$ cat config.mk
export PLATFORM = sky130hd
export DESIGN_NAME = mem_port_arbiter
export DESIGN_NICKNAME = d
export VERILOG_FILES = /design/src/rtl/mem_arb_pkg.sv /design/src/rtl/rr_arb2.sv /design/src/rtl/mem_port_arbiter.sv
export SDC_FILE = /design/constraint.sdc
export NUM_CORES = 1
export LEC_CHECK = 0
export ABC_CLOCK_PERIOD_IN_PS = 3000
export CAP_MARGIN = 20
export CORE_AREA = 2 2 128 130
export DETAILED_ROUTE_END_ITERATION = 8
export DIE_AREA = 0 0 130 132
export PLACE_DENSITY = 0.79
export SLEW_MARGIN = 40
export SYNTH_ARGS = -nofsm -noshare
export SYNTH_HDL_FRONTEND = slang
export SYNTH_SLANG_ARGS = --single-unit
$ cat constraint.sdc
create_clock -name clk -period 3 [get_ports clk]
set_input_delay 0.45 -clock clk [delete_from_list [all_inputs] [get_ports clk]]
set_output_delay 0.45 -clock clk [all_outputs]
set_load 0.02 [all_outputs]
$ cat src/rtl/mem_arb_pkg.sv
// rtl/mem_arb_pkg.sv - shared requester IDs and request bundle for the memory port arbiter
package mem_arb_pkg;

    localparam logic REQ_CPU = 1'b0;
    localparam logic REQ_LDR = 1'b1;

    typedef struct packed {
        logic        req;
        logic        we;
        logic [31:0] addr;
        logic [31:0] wdata;
    } mem_req_t;

endpackage

$ cat src/rtl/rr_arb2.sv
// rtl/rr_arb2.sv - two-way round-robin grant with a registered last-winner pointer
module rr_arb2
    import mem_arb_pkg::*;
(
    input  logic clk_i,
    input  logic rst_i,
    input  logic cpu_req_i,
    input  logic ldr_req_i,
    output logic cpu_gnt_o,
    output logic ldr_gnt_o
);

    logic last_q;
    logic last_d;

    // On a tie the requester that did not win last time is favoured.
    always_comb begin
        cpu_gnt_o = 1'b0;
        ldr_gnt_o = 1'b0;
        if (cpu_req_i && ldr_req_i) begin
            if (last_q == REQ_CPU) begin
                ldr_gnt_o = 1'b1;
            end else begin
                cpu_gnt_o = 1'b1;
            end
        end else begin
            cpu_gnt_o = cpu_req_i;
            ldr_gnt_o = ldr_req_i;
        end

        last_d = last_q;
        if (cpu_gnt_o) begin
            last_d = REQ_CPU;
        end else if (ldr_gnt_o) begin
            last_d = REQ_LDR;
        end
    end

    always_ff @(posedge clk_i or posedge rst_i) begin
        if (rst_i) begin
            last_q <= REQ_LDR;
        end else begin
            last_q <= last_d;
        end
    end

endmodule

$ cat src/rtl/mem_port_arbiter.sv
// rtl/mem_port_arbiter.sv - shares one memory port between the core and the loader
module mem_port_arbiter
    import mem_arb_pkg::*;
#(
    parameter int MEM_SIZE = 64
) (
    input  logic        clk,
    input  logic        reset,
    input  logic        c_req,
    input  logic        c_we,
    input  logic [31:0] c_addr,
    input  logic [31:0] c_wdata,
    output logic        c_gnt,
    output logic        c_rvalid,
    output logic [31:0] c_rdata,
    input  logic        l_req,
    input  logic        l_we,
    input  logic [31:0] l_addr,
    input  logic [31:0] l_wdata,
    output logic        l_gnt,
    output logic        l_rvalid,
    output logic [31:0] l_rdata,
    input  logic        l_hold,
    output logic        cpu_stall,
    output logic        mem_we,
    output logic [31:0] mem_a,
    output logic [31:0] mem_wd,
    input  logic [31:0] mem_rd,
    output logic        oob_err,
    output logic [31:0] oob_addr
);

    localparam logic [29:0] MEM_WORDS = 30'(MEM_SIZE);

    mem_req_t    c_bus;
    mem_req_t    l_bus;
    logic        any_gnt;
    logic        sel_we;
    logic [31:0] sel_addr;
    logic [31:0] sel_wdata;
    logic        oob_hit;

    logic        c_rvalid_q, c_rvalid_d;
    logic        l_rvalid_q, l_rvalid_d;
    logic [31:0] c_rdata_q,  c_rdata_d;
    logic [31:0] l_rdata_q,  l_rdata_d;
    logic        oob_err_q,  oob_err_d;
    logic [31:0] oob_addr_q, oob_addr_d;

    assign c_bus = {c_req, c_we, c_addr, c_wdata};
    assign l_bus = {l_req, l_we, l_addr, l_wdata};

    // The loader hold masks core eligibility only; in-flight responses are untouched.
    rr_arb2 u_rr_arb2 (
        .clk_i     (clk),
        .rst_i     (reset),
        .cpu_req_i (c_bus.req & ~l_hold),
        .ldr_req_i (l_bus.req),
        .cpu_gnt_o (c_gnt),
        .ldr_gnt_o (l_gnt)
    );

    assign any_gnt   = c_gnt | l_gnt;
    assign sel_we    = l_gnt ? l_bus.we    : c_bus.we;
    assign sel_addr  = l_gnt ? l_bus.addr  : c_bus.addr;
    assign sel_wdata = l_gnt ? l_bus.wdata : c_bus.wdata;

    assign mem_we    = any_gnt & sel_we;
    assign mem_a     = sel_addr;
    assign mem_wd    = sel_wdata;
    assign cpu_stall = c_req & ~c_gnt;
    assign oob_hit   = any_gnt && (sel_addr[31:2] >= MEM_WORDS);

    always_comb begin
        c_rvalid_d = c_gnt;
        l_rvalid_d = l_gnt;
        c_rdata_d  = (c_gnt && !c_we) ? mem_rd : c_rdata_q;
        l_rdata_d  = (l_gnt && !l_we) ? mem_rd : l_rdata_q;
        oob_err_d  = oob_err_q;
        oob_addr_d = oob_addr_q;
        // Only the first out-of-range access is recorded.
        if (oob_hit && !oob_err_q) begin
            oob_err_d  = 1'b1;
            oob_addr_d = sel_addr;
        end
    end

    always_ff @(posedge clk or posedge reset) begin
        if (reset) begin
            c_rvalid_q <= 1'b0;
            l_rvalid_q <= 1'b0;
            c_rdata_q  <= '0;
            l_rdata_q  <= '0;
            oob_err_q  <= 1'b0;
            oob_addr_q <= '0;
        end else begin
            c_rvalid_q <= c_rvalid_d;
            l_rvalid_q <= l_rvalid_d;
            c_rdata_q  <= c_rdata_d;
            l_rdata_q  <= l_rdata_d;
            oob_err_q  <= oob_err_d;
            oob_addr_q <= oob_addr_d;
        end
    end

    assign c_rvalid = c_rvalid_q;
    assign l_rvalid = l_rvalid_q;
    assign c_rdata  = c_rdata_q;
    assign l_rdata  = l_rdata_q;
    assign oob_err  = oob_err_q;
    assign oob_addr = oob_addr_q;

endmodule

==> summary.md, run 1 <==
| Metric | Value |
|---|---|
| Htree depth | 3 |
| Synth Flop Type | dfrtp_1 |
| Yosys Warn Count | 0 |
| Fin. Hold Viols | 0 |
| Min Tclk post-route | 2.838 ns |
| Worst slew pin tran | 0.4840 ns |
| Total power | 5.598 mW |
| Post-synth EDFFs | 0 |
| Synth top area share | 53.28% |
| Drt pass-1 iters | 4 |
| Comb power frac | 44.2% |
| Leakage power | 3.721 nW |
| Unrepaired setup endpoints after global routing | no |
| Peak VDD IR | 406.0 uV |
| Layout area overhead | 85.06% |
| Number of global-route vias before repair | 4531 |
| Worst R2R Path Depth | 7 |
| Fin util | 54.76% |
| Crit path launch type | primary input |
| Number of library cell types mapped by synthesis | 24 |
| Avg Cell Area, Syn | 10.40 um^2 |
| 1st-iter DRT viols | 138 |
| Post-synthesis mux area share | 23.25% |
| Seq pwr share | 34.3% |
| Area share of xor/xnor cells in the synthesized design | 0% |
| Drt wl/cell | 17.88 um |
| Syn Inst Count | 447 |
| Initial Util | 29.59% |
| Share of layout cells above drive strength 1 | 16.24% |
| Final Cycle Share | 94.59% |
| CP arrival | 2.39 ns |
| Sink Count | 100 |
| #FFs+latches synth | 100 |
| Asr flop ratio synth | 100.0% |
| Clock latency on the worst-skew pair | 0.35 ns |
| Crit path from | l_hold |
| Internal | 3.680 mW |
| Die height | 132 um |
| Global route total overflow | 0 |
| Clock power frac | 21.5% |
| CTS root buf | clkbuf_16 |
| Cell Pwr Density | 650.6 mW/mm^2 |
| Largest family of logic cells by synthesized area | multiplexers |
| Placed wire-length estimate | 14170 um |
| TritonCTS buffer count | 9 |
| Worst R2R Start | u_rr_arb2.last_q$_DFFE_PP1P_ |
| Detailed Route WL | 17850 um |
| Adder-cell share of the synthesized area | 0% |
| Net Sw Power | 1.918 mW |
| Crit-path max FO | 65 |
| All-Layer GR Usage | 20.12% |
| Switching share of total power | 34.26% |
| Area leader, netlist | dfrtp_1 |
| Via count | 4494 |
| Compound-Gate Fraction of Synth Area | 0.4575% |
| Initial antenna violation count | 0 |
| Post-route DRC | 0 |
| Clk pin slew, worst setup/hold paths | 0.07 ns |
| Max clock buf depth | 2 |
| DRT antenna net count | 0 |
| Core Box Area | 0.01571 mm^2 |
| ANT cells | 0 |
| Port bufs | 333 |
| I/O pin count | 334 |
| Seq/Total Area, Yosys | 53.85% |
| Final setup violation count | 0 |
| Final Skew | 0.008744 ns |
| Setup TNS | 0 ns |
| CP Data Required Time | 2.55 ns |
| Peak Freq | 352.4 MHz |
| Die width | 130 um |
| CTS Hold Bufs | 0 |
| Largest net degree at the start of global routing | 87 |
| Fin worst setup slack | 0.1623 ns |
| Post-synthesis simple-gate area fraction | 19.38% |
| Mapped cell area | 0.004649 mm^2 |
| HP Class | primary input to asynchronous set/reset pin |
| Post-CTS resize count | 0 |
| Via density | 4.503 |
| Pre-CTS setup slack | 0.1778 ns |
| Final #Nets | 945 |
| Critical Path Sink Type | output pin |
| Most frequent cells in the layout | 330 x clkdlybuf4s50_1, 194 x nand2_1, 99 x dfrtp_1 |
| Critical path class | primary input to output pin |
| Max Cap Violations | 0 |
| Largest cells by area after synthesis | dfrtp_1 53%, mux2_2 22%, nand2_1 16%, mux2_1 1.7%, nor4_1 1.6% |
| Pins over their slew limit | 0 |
| Post-Syn Nets | 614 |
| Commonest non-fill, non-tap cell in the layout | clkdlybuf4s50_1 |
| CTS tree | yes |
| Status | finished, final reports clean |
| Post-CTS Setup Bufs | 0 |
| RD Place Congestion | 0.9040 |
| Die area | 0.01716 mm^2 |
| # rows | 46 |
| Max-slew headroom | 67.74% |
| First-pass GRT wire length | 26060 um |
[metal layers]
| metal | wire length [um] | global-route usage [%] |
|---|---|---|
| met3 | 1853 | 7.508 |
| met5 | 0 | 0 |
| met4 | 331 | 5.675 |
| met2 | 8564 | 33.86 |
| met1 | 7099 | 23.95 |
[Yosys cell counts (2+ instances only)]
cell type and instances:
nor2_1 2, inv_1 4, clkbuf_1 5, nor4_1 12, nand2_1 195, nand4_1 2, buf_2 9, mux2_2 89
mux2_1 7, buf_6 3, nor3_2 2, buf_1 7, dfrtp_1 99
[power by group through the flow]
stage | clock network (mW) | registers, mW | logic [mW]
6_report | 1.20 | 1.92 | 2.48
5_1_grt | 1.30 | 1.97 | 2.60
2_1_floorplan | 0 | 2.40 | 0.618
3_3_place_gp | 0 | 1.93 | 2.48
4_1_cts | 1.24 | 1.92 | 2.50
3_5_place_dp | 0 | 1.94 | 2.49
[logic make-up after synthesis]
group                  after synthesis
multiplexers                        96
buffers and inverters               29
AND/OR/NAND/NOR                    219
flip-flops                         100
AO/OA/AOI/OAI                        3
[sequential cells by signal, summed over array words and instances (netlist names)]
| signal | count |
|---|---|
| oob_err | 1 |
| oob_addr | 32 |
| c_rdata | 32 |
| l_rdata | 32 |
| l_rvalid | 1 |
| c_rvalid | 1 |
| u_rr_arb2.last_q | 1 |
[path summary, 6_finish.rpt]
check | endpoint | slack (ns)
worst min-delay path | oob_addr[21]$_DFFE_PP0P_ | 0.45
max in group asynchronous | u_rr_arb2.last_q$_DFFE_PP1P_ | 1.77
worst max register to register | oob_addr[25]$_DFFE_PP0P_ | 0.73
worst min register to register | oob_addr[9]$_DFFE_PP0P_ | 0.49
min in group clk | oob_addr[9]$_DFFE_PP0P_ | 0.49
worst max-delay path | mem_wd[30] | 0.16
[critical path, stage by stage]
cell             delay, ns
clkdlybuf4s50_1       0.42
nand3b_1              0.19
nand2_2               0.14
buf_12                0.27
nand2_1               0.09
nand2_1               0.13
clkdlybuf4s50_1       0.63
[final cells by class]
cell class / instances / area [um^2]
fill: 1420 / 7108
multi-input combinational: 318 / 2008
tap: 216 / 270.3
inverter: 5 / 22.52
clock inverter: 6 / 78.83
clock buffer: 9 / 225.2
timing repair buffer: 344 / 3496
sequential: 100 / 2504
[through the flow]
stage	area, um^2	std cells	hold slack, ns
final	8605	998	0.4479
after global routing	8605	998	0.4610
after CTS	8605	998	0.4527
after detailed placement	8300	983	0.4782
after global placement	8300	983	0.4682
after floorplan	4653	447	0.4579
Power figures use the tool's default switching activity.
==> run 2: changes to the inputs <==
CAP_MARGIN = not set   (was 20)
CORE_AREA = 2 2 130 132   (was 2 2 128 130)
DIE_AREA = 0 0 132 134   (was 0 0 130 132)
PLACE_DENSITY = 0.78   (was 0.79)
RECOVER_POWER = 100   (was not set)
SYNTH_HIERARCHICAL = 1   (was not set)
==> summary.md, run 2 <==
| Metric | Value |
|---|---|
| Initial Util | 29.24% (was 29.59%) |
| I/O pin count | 334 (unchanged) |
| Asr flop ratio synth | 100.0% (unchanged) |
| Peak VDD IR | 437.1 uV (was 406.0 uV) |
| Placed wire-length estimate | 14450 um (was 14170 um) |
| Yosys Warn Count | 6 (was 0) |
| Via count | 4212 (was 4494) |
| Avg Cell Area, Syn | 15.22 um^2 (was 10.40 um^2) |
| Die height | 134 um (was 132 um) |
| Port bufs | 333 (unchanged) |
| Most instantiated cells after synthesis | 131 x mux2_2, 99 x dfrtp_1, 29 x mux2_4 (was 195 x nand2_1, 99 x dfrtp_1, 89 x mux2_2) |
| Crit path launch type | register (was primary input) |
| Via density | 4.588 (was 4.503) |
| All-Layer GR Usage | 20.38% (was 20.12%) |
| Largest cells by area after synthesis | dfrtp_1 52%, mux2_2 31%, mux2_4 9.1%, buf_12 1.3%, nor4_1 0.66% (was dfrtp_1 53%, mux2_2 22%, nand2_1 16%, mux2_1 1.7%, nor4_1 1.6%) |
| Peak Freq | 350.8 MHz (was 352.4 MHz) |
| Final Cycle Share | 95.01% (was 94.59%) |
| Max stage delay on crit path | 0.66 ns (was 0.63 ns) |
| Max Cap Violations | 0 (unchanged) |
| Drt pass-1 iters | 4 (unchanged) |
| Layout area overhead | 88.31% (was 85.06%) |
| CP Data Required Time | 2.55 ns (about the same) |
| Initial antenna violation count | 0 (unchanged) |
| Number of library cell types mapped by synthesis | 26 (was 24) |
| RD Place Congestion | 0.9485 (was 0.9040) |
| Synth top area share | 52.01% (was 53.28%) |
| TritonCTS buffer count | 9 (unchanged) |
| Final #Nets | 860 (was 945) |
| Clock latency on the worst-skew pair | 0.34 ns (was 0.35 ns) |
| Core Box Area | 0.01629 mm^2 (was 0.01571 mm^2) |
| Post-Syn Nets | 480 (was 614) |
| Unrepaired setup endpoints after global routing | no (unchanged) |
| Number of global-route vias before repair | 4664 (was 4531) |
| CP arrival | 2.40 ns (was 2.39 ns) |
| Drt wl/cell | 19.88 um (was 17.88 um) |
| HP Class | primary input to register (was primary input to asynchronous set/reset pin) |
| Max-slew headroom | 13.63% (was 67.74%) |
| Seq/Total Area, Yosys | 52.56% (was 53.85%) |
| Buf/Inv on CP | 4 (was 3) |
| Worst slew pin tran | 1.289 ns (was 0.4840 ns) |
| Largest net degree at the start of global routing | 52 (was 87) |
| # rows | 47 (was 46) |
| Critical-path top delay cell | dlygate4sd3_1 (was clkdlybuf4s50_1) |
| Htree depth | 3 (unchanged) |
| ANT cells | 0 (unchanged) |
| Pins over their slew limit | 0 (unchanged) |
| Die width | 132 um (was 130 um) |
| Global route total overflow | 0 (unchanged) |
| Commonest non-fill, non-tap cell in the layout | clkdlybuf4s50_1 (unchanged) |
| Most frequent cell after synthesis | mux2_2 (was nand2_1) |
| Share of layout cells above drive strength 1 | 29.94% (was 16.24%) |
| CTS tree | yes (unchanged) |
| Crit-path max FO | 8 (was 65) |
| Mapped cell area | 0.004763 mm^2 (was 0.004649 mm^2) |
| Area leader, netlist | dfrtp_1 (unchanged) |
| CP top delay family | buffers and inverters (unchanged) |
| Final Skew | 0.007306 ns (was 0.008744 ns) |
| First-pass GRT wire length | 27740 um (was 26060 um) |
| Synth Flop Type | dfrtp_1 (unchanged) |
| Setup TNS | 0 ns (unchanged) |
| Status | finished, final reports clean (unchanged) |
| Final setup violation count | 0 (unchanged) |
| Leakage power | 3.804 nW (was 3.721 nW) |
| Fin util | 55.07% (was 54.76%) |
| Detailed Route WL | 18250 um (was 17850 um) |
| Min Tclk post-route | 2.850 ns (was 2.838 ns) |
| Critical path class | register to output pin (was primary input to output pin) |
| Fillers | 1365 (was 1420) |
| Post-synth EDFFs | 0 (unchanged) |
| Crit-path cells | a21boi_4, buf_6, buf_12, buf_4, mux2_2, dlygate4sd3_1 (was clkdlybuf4s50_1, nand3b_1, nand2_2, buf_12, nand2_1, nand2_1, clkdlybuf4s50_1) |
| Syn Inst Count | 313 (was 447) |
| Post-route DRC | 0 (unchanged) |
| Sink Count | 100 (unchanged) |
| Cell Pwr Density | 646.3 mW/mm^2 (was 650.6 mW/mm^2) |
| Fin. Hold Viols | 0 (unchanged) |
| 1st-iter DRT viols | 85 (was 138) |
| Die area | 0.01769 mm^2 (was 0.01716 mm^2) |
| Max clock buf depth | 2 (unchanged) |
| CTS Hold Bufs | 0 (unchanged) |
| #FFs+latches synth | 100 (unchanged) |
| CTS root buf | clkbuf_16 (unchanged) |
| DRT antenna net count | 0 (unchanged) |
| Most frequent cells in the layout | 174 x clkdlybuf4s50_1, 118 x dlygate4sd3_1, 117 x mux2_2 (was 330 x clkdlybuf4s50_1, 194 x nand2_1, 99 x dfrtp_1) |
| Clk pin slew, worst setup/hold paths | 0.06 ns (was 0.07 ns) |
| Critical Path Sink Type | output pin (unchanged) |
run 2: cell types whose count changed after synthesis, sizes merged, moves of 4 or more:
cell	before	now
nand2	195	2
nor4	13	6
mux2	96	160
buf	19	15
run 2: routing by layer:
metal  share of wire [%]  GRT usage, %  wire (um)
met3                 7.7         6.916       1407
met5                   0             0          0
met1                  39         23.68       7041
met4                 2.1         6.522        375
met2                  52         35.47       9422
run 2: area by class of cell:
class	instances	area (um^2)	share of cell area (%)
multi-input cells	190	2110	23.52
flip-flops and latches	100	2504	27.91
repair buffers	389	3757	41.89
inverters	3	12.51	0.1395
clock buffers	12	256.5	2.860
well taps	220	275.3	3.069
clock inverters	4	55.05	0.6138
run 2: final timing paths:
kind	startpoint	endpoint	slack, ns	cells after the start
worst min register to register	oob_addr[2]$_DFFE_PP0P_	oob_addr[2]$_DFFE_PP0P_	0.49	1
max in group asynchronous	reset	c_rdata[21]$_DFFE_PP0P_	0.84	3
min in group asynchronous	reset	u_rr_arb2/last_q$_DFFE_PP1P_	0.60	2
worst min-delay path	l_req	u_rr_arb2/last_q$_DFFE_PP1P_	0.41	3
worst max-delay path	u_rr_arb2/last_q$_DFFE_PP1P_	mem_a[29]	0.15	6
worst max register to register	u_rr_arb2/last_q$_DFFE_PP1P_	oob_addr[21]$_DFFE_PP0P_	0.18	9
run 2: cells by family (layout without fill, tap and decap cells):
logic type             Yosys count  in the layout  share of synthesized area, %
DFF                            100            100                         52.56
AOI/OAI and AO/OA                6              6                        0.8933
buffers and inverters           23            408                         3.231
and+or+nand+nor                 24             24                         3.205
muxes                          160            160                         40.11
run 2: metrics by stage:
step / hold slack, ns / power [mW] / worst slack [ns] / instance area, um^2 / std cells
floorplan: 0.3397 / 3.366 / 0.1683 / 4771 / 313
global placement: 0.4881 / 4.873 / -0.4558 / 8666 / 894
detailed placement: 0.4924 / 4.931 / -0.4845 / 8666 / 894
CTS: 0.4873 / 6.146 / -0.003213 / 8980 / 912
global route: 0.4478 / 6.057 / 0.06083 / 8970 / 918
finish: 0.4106 / 5.797 / 0.1497 / 8970 / 918
run 2: worst register-to-register path, delay by kind of cell, from the launching register on:
| kind | cells | cell delay, ns |
|---|---|---|
| AND/OR/NAND/NOR | 1 | 0.53 |
| AO/OA/AOI/OAI | 3 | 0.65 |
| buffers and inverters | 4 | 0.60 |
| multiplexers | 1 | 0.33 |
| flip-flops | 1 | 0.58 |
run 2: repair_timing:
item / 4_1_cts / 5_1_grt
cloned: 0 / 3
resized for setup: 30 / 14
pin swaps: 1 / 5
setup endpoints to repair: 85 / 56
buffers inserted: 2 / 3
run 2: power breakdown:
group,switching (mW),total (mW),internal [mW]
Clock,0.504,1.20,0.699
Sequential,0.219,1.99,1.77
Combinational,1.27,2.60,1.33
Total,1.99,5.80,3.80
==> RTL edit 1: new RTL, settings of run 1 <==
Reset style: synchronous (`reset` and `rst_i`), changed in 2 clocked blocks.
--- a/src/rtl/rr_arb2.sv
+++ b/src/rtl/rr_arb2.sv
@@ -36,7 +36,7 @@
         end
     end
 
-    always_ff @(posedge clk_i or posedge rst_i) begin
+    always_ff @(posedge clk_i) begin
         if (rst_i) begin
             last_q <= REQ_LDR;
         end else begin
--- a/src/rtl/mem_port_arbiter.sv
+++ b/src/rtl/mem_port_arbiter.sv
@@ -85,7 +85,7 @@
         end
     end
 
-    always_ff @(posedge clk or posedge reset) begin
+    always_ff @(posedge clk) begin
         if (reset) begin
             c_rvalid_q <= 1'b0;
             l_rvalid_q <= 1'b0;
Check against the original RTL: differs if reset is asserted again (counterexample within 4 cycles, from zero or initial values and one cycle with reset high); with reset held inactive, the same outputs for 10 cycles.
==> RTL edit 1 against run 1 <==
  * Area after synthesis up 2.3%
  * Sequential cell count stayed put
  * Count of clock-buffer cells in the layout grew 1
  * Largest cell class unchanged
  * Design area grew 1.1%
  * Worst setup slack got worse by 0.083 ns
  * Routed wire length grew 9.5%
  * Die area unchanged
Power is not compared: it rests on default switching activity, and its combinational part moved more than twofold at a synthesized area within 25%.
==> RTL edit 1: results (changes against run 1) <==
----------------------------------------------------
[Yosys]
  Share of synthesized registers carrying an async set or reset ... 0% (-100 points)
  Ys flop type ... dfxtp_1
  Xor and xnor fraction of the mapped netlist area ... 0% (unchanged)
  Adder-cell share of the synthesized area ... 0% (unchanged)
  Biggest area contributors in the synthesized netlist ... dfxtp_1 42%, nand2_1 18%, mux2_2 7.3%
  Synth Area in Compound Gates ... 11.68% (+11 points)
  Count of unique library cells instantiated by Yosys ... 30 (+25%)
  Sequential fraction of the synthesis area ... 42.11% (-12 points)
  Ranking of synthesized cells by instance count ... 228 x nand2_1, 100 x dfxtp_1, 64 x a21oi_1, 42 x nor4_1, 33 x a31oi_1
  Number of nets in the synthesized netlist ... 781 (+27%)
  Yosys warns ... 0 (unchanged)
  Multiplexer fraction of the synthesized cell area ... 7.579% (-16 points)

[GRT]
  All-Layer GR Usage ... 21.77% (+1.7 points)
  Wire length of the first global-routing pass ... 29.19 mm (+12%)
  Pin count of the biggest net entering global routing ... 62 (-29%)
  Via count of the first global-routing pass ... 5359 (+18%)

[Drt]
  Initial DRT Pass Iterations ... 5 (+1)
  Final WL ... 19.55 mm (+9.5%)
  Via count ... 5600 (+25%)
  Iteration-0 DRC count of the detailed router ... 323 (+130%)

[CTS]
  Postcts setup bufs ... 0 (unchanged)
  Worst skew pair latency ... 0.35 ns (about the same)
  CTS Buffer Depth ... 2 (unchanged)
  Resized Gates After CTS ... 0 (unchanged)
  Clock buffers created by TritonCTS ... 9 (unchanged)
  Clock transition time at the flip-flop clock pins of the worst setup and hold paths ... 0.07 ns (about the same)
  Number of H-tree levels ... 3 (unchanged)

[STA]
  Worst rel slew slack ... 50.63% (-17 points)
  Setup-violating endpoint count in the final report ... 0 (unchanged)
  Worst setup skew after layout ... 0.007819 ns (-0.0009257 ns)

[Place]
  GPL Wtd Cong ... 0.8937 (-1.1%)
  Standard cell area after detailed placement ... 8387 um2 (+1.0%)
  Detailed placer's ending HPWL ... 15.14 mm (+6.8%)

[Finish]
  Share of post-route cells with drive strength above 1 ... 12.55% (-3.7 points)
  Diodes inserted ... 0 (unchanged)
  Number of nets in the final layout ... 1102 (+17%)

[Status]
  Result of the run ... completed

[Setup path]
  Arrival time reported for the critical path endpoint ... 2.47 ns (+0.08 ns)
  Largest fanout of any net on the critical path ... 51 (-22%)
  Crit path max-delay cell type ... clkdlybuf4s50_1
  Family of cells with the greatest summed delay on the critical path ... buffers and inverters
  Critical Path Max Stage Delay ... 0.56 ns (-0.07 ns)

[Min path]
  Hold Crit Class ... reg -> reg

----------------------------------------------------
## RTL edit 1: tightest hold or removal path: stages (launching register included)
cell	delay [ns]
dfxtp_1	0.31
nand2_1	0.05
a21oi_1	0.05
## RTL edit 1: worst paths after layout
path	cells past startpoint	to	start	slack [ns]
worst min register to register	2	l_rdata[31]	l_rdata[31]	0.45
worst max register to register	8	oob_addr[22]	u_rr_arb2.last_q	0.78
worst min-delay path	2	l_rdata[31]	l_rdata[31]	0.45
worst max-delay path	6	mem_a[18]	l_hold	0.08
## RTL edit 1: where the power goes
group | internal, uW | leakage, uW | switching (uW)
Sequential | 1410 | 0.000820 | 41.7
Clock | 676 | 0.000145 | 530
Combinational | 624 | 0.00227 | 588
Total | 2710 | 0.00324 | 1160
## RTL edit 1: logic make-up (layout without fill, tap and decap cells)
family,count (synthesis),in the layout
and+or+nand+nor,322,322
AOI/OAI and AO/OA,101,101
buffers and inverters,59,385
muxes,32,32
DFF,100,100
## RTL edit 1: area by class of cell
class	count	area, um2
Clock inverter	6	71.32
Clock buffer	10	239.0
Fill cell	1456	7015
Tap cell	216	270.3
Sequential cell	100	2002
Multi-Input combinational cell	455	2482
Inverter	5	18.77
Timing Repair Buffer	364	3613
## RTL edit 1: per-stage QoR
stage	util (%)	setup WS (ns)	cells
detailed placement	53.38	0.09454	1140
finish	55.35	0.07937	1156
global placement	53.38	0.1125	1140
floorplan	-	0.9856	614
CTS	55.35	0.08540	1156
global route	55.35	0.007970	1156
## RTL edit 1: metal layers
| metal | share of wire [%] | wire (um) | up-vias | GRT usage [%] |
|---|---|---|---|---|
| met5 | 0 | 0 | - | 0 |
| met4 | 2.6 | 514 | 0 | 8.005 |
| met3 | 8.7 | 1696 | 34 | 6.575 |
| met2 | 49 | 9675 | 243 | 38.22 |
| met1 | 39 | 7661 | 2577 | 24.63 |
| li1 | - | - | 2746 | - |
==> RTL edit 2: new RTL, flow settings as in run 1 <==
Without the edit above. Change the parameter `MEM_SIZE` from 64 to 32.
--- a/src/rtl/mem_port_arbiter.sv
+++ b/src/rtl/mem_port_arbiter.sv
@@ -2,7 +2,7 @@
 module mem_port_arbiter
     import mem_arb_pkg::*;
 #(
-    parameter int MEM_SIZE = 64
+    parameter int MEM_SIZE = 32
 ) (
     input  logic        clk,
     input  logic        reset,
Function: changed (a bounded check fails within 4 cycles, from zero or initial values and one cycle with reset high).
==> RTL edit 2 against run 1 <==
  * Design area up 1.5%
  * Routed wire length up 1.7%
  * Area after synthesis up 3.5%
  * Global-route usage up 0.53 points
  * Sequential power down 16%
  * Power down 23%
  * Clock power down 4%
  * Maximum frequency down 2.6%
  * Combinational power down 38%
  * Sequential cell count unchanged
  * Worst setup slack worse by 0.076 ns
  * Count of clock-buffer cells in the layout unchanged
  * Critical endpoint is now mem_a[12]
  * Largest cell class unchanged
==> RTL edit 2: results (changes against run 1) <==
----------------------------------------------------
[Status]
  Result of the run ... completed

[Power]
  Sequential Power Share ... 37.6% (+3.3 points)
  Largest vdd supply drop ... 0.0003247 V (-20%)
  Clk pwr ... 1150 uW (-4%)
  Total leakage power ... 0.003710 uW (-0.29%)
  Overall power ... 4307 uW (-23%)
  Switching share of power ... 31.57% (-2.7 points)

[Yosys]
  Count of unique library cells instantiated by Yosys ... 29 (+21%)
  Biggest area contributors in the synthesized netlist ... dfrtp_1 51%, mux2_2 23%, mux2_4 9.0%
  Synthesized instance count ... 383 (-14%)
  Sequential fraction of the synthesis area ... 52.01% (-1.8 points)
  Ranking of synthesized cells by instance count ... 99 x dfrtp_1, 99 x mux2_2, 96 x nand2_1, 29 x mux2_4, 10 x nor4_1
  Number of nets in the synthesized netlist ... 550 (-10%)

[STA]
  Worst setup skew after layout ... 0.006125 ns (-0.002619 ns)
  Share of the cycle needed by the critical path after routing ... 97.13% (+2.5 points)
  Actual transition at the worst max-transition pin ... 0.5614 ns (+0.07740 ns)
  Worst slack on hold paths ... 0.5073 ns (+0.05936 ns)

[Setup path]
  Critical path startpoint ... c_req
  Logic depth of the worst register-to-register path ... 8 (+1)
  Largest fanout of any net on the critical path ... 23 (-65%)
  Endpoint of the worst setup timing path ... mem_a[12]
  Critical Path Max Stage Delay ... 0.56 ns (-0.07 ns)
  Arrival time reported for the critical path endpoint ... 2.46 ns (+0.07 ns)
  Critical register-to-register path endpoint ... oob_addr[7]

[Drt]
  Via count normalized by instance count ... 4.654 (+3.4%)
  Final WL ... 18.16 mm (+1.7%)
  Iteration-0 DRC count of the detailed router ... 148 (+7.2%)

[Place]
  Setup slack after placement ... 0.08040 ns (-0.09741 ns)
  Placed instance count ... 923 (-6.1%)
  GPL Wtd Cong ... 0.9435 (+4.4%)
  Standard cell area after detailed placement ... 8433 um2 (+1.6%)
  Detailed placer's ending HPWL ... 14.52 mm (+2.5%)

[Finish]
  Share of post-route cells with drive strength above 1 ... 22.96% (+6.7 points)
  Number of non-filler instances in the completed layout ... 939 (-5.9%)
  Number of nets in the final layout ... 885 (-6.3%)
  Filler Cell Count ... 1350 (-4.9%)

[GRT]
  GR Util met1 ... 23.71% (-0.24 points)
  Met2 usage in global routing ... 36.15% (+2.3 points)
  Via count of the first global-routing pass ... 4712 (+4.0%)
  Met3 Track Usage GR ... 5.438% (-2.1 points)
  Wire length of the first global-routing pass ... 27.07 mm (+3.9%)
  All-Layer GR Usage ... 20.65% (+0.53 points)
  Pin count of the biggest net entering global routing ... 101 (+16%)
  Number of antenna violations at the first check in global routing ... 0 (unchanged)

[CTS]
  Cell at the root of the clock tree ... clkbuf_16
  Number of H-tree levels ... 3 (unchanged)

[Min path]
  Hold Crit Class ... reg -> reg

----------------------------------------------------
==> RTL edit 2: final cells by class <==
type	instances	area, um2	share of cell area, %
clock buffers	9	225.2	2.578
clock inverters	7	71.32	0.8163
flip-flops and latches	100	2504	28.66
repair buffers	344	3493	39.98
inverters	6	26.28	0.3007
well taps	216	270.3	3.093
multi-input cells	257	2147	24.57
==> RTL edit 2: per-layer routing <==
metal	part of all wire (%)	wire [um]
met5	0	0
met4	3.2	578
met3	7.5	1361
met2	51	9171
met1	39	7046
==> RTL edit 2: cells by family (layout without fill, tap and decap cells) <==
kind of cell | count (synthesis) | in the layout | share of synthesized area (%)
AOI/OAI and AO/OA | 5 | 5 | 0.9877
DFF | 100 | 100 | 52.01
buffers and inverters | 26 | 366 | 3.431
and+or+nand+nor | 123 | 123 | 11.15
muxes | 129 | 129 | 32.41
==> RTL edit 2: repair_timing <==
action / CTS / global route
gates resized for setup: 0 / 2
buffers inserted: 0 / 0
endpoints found under the setup margin: 0 / 2
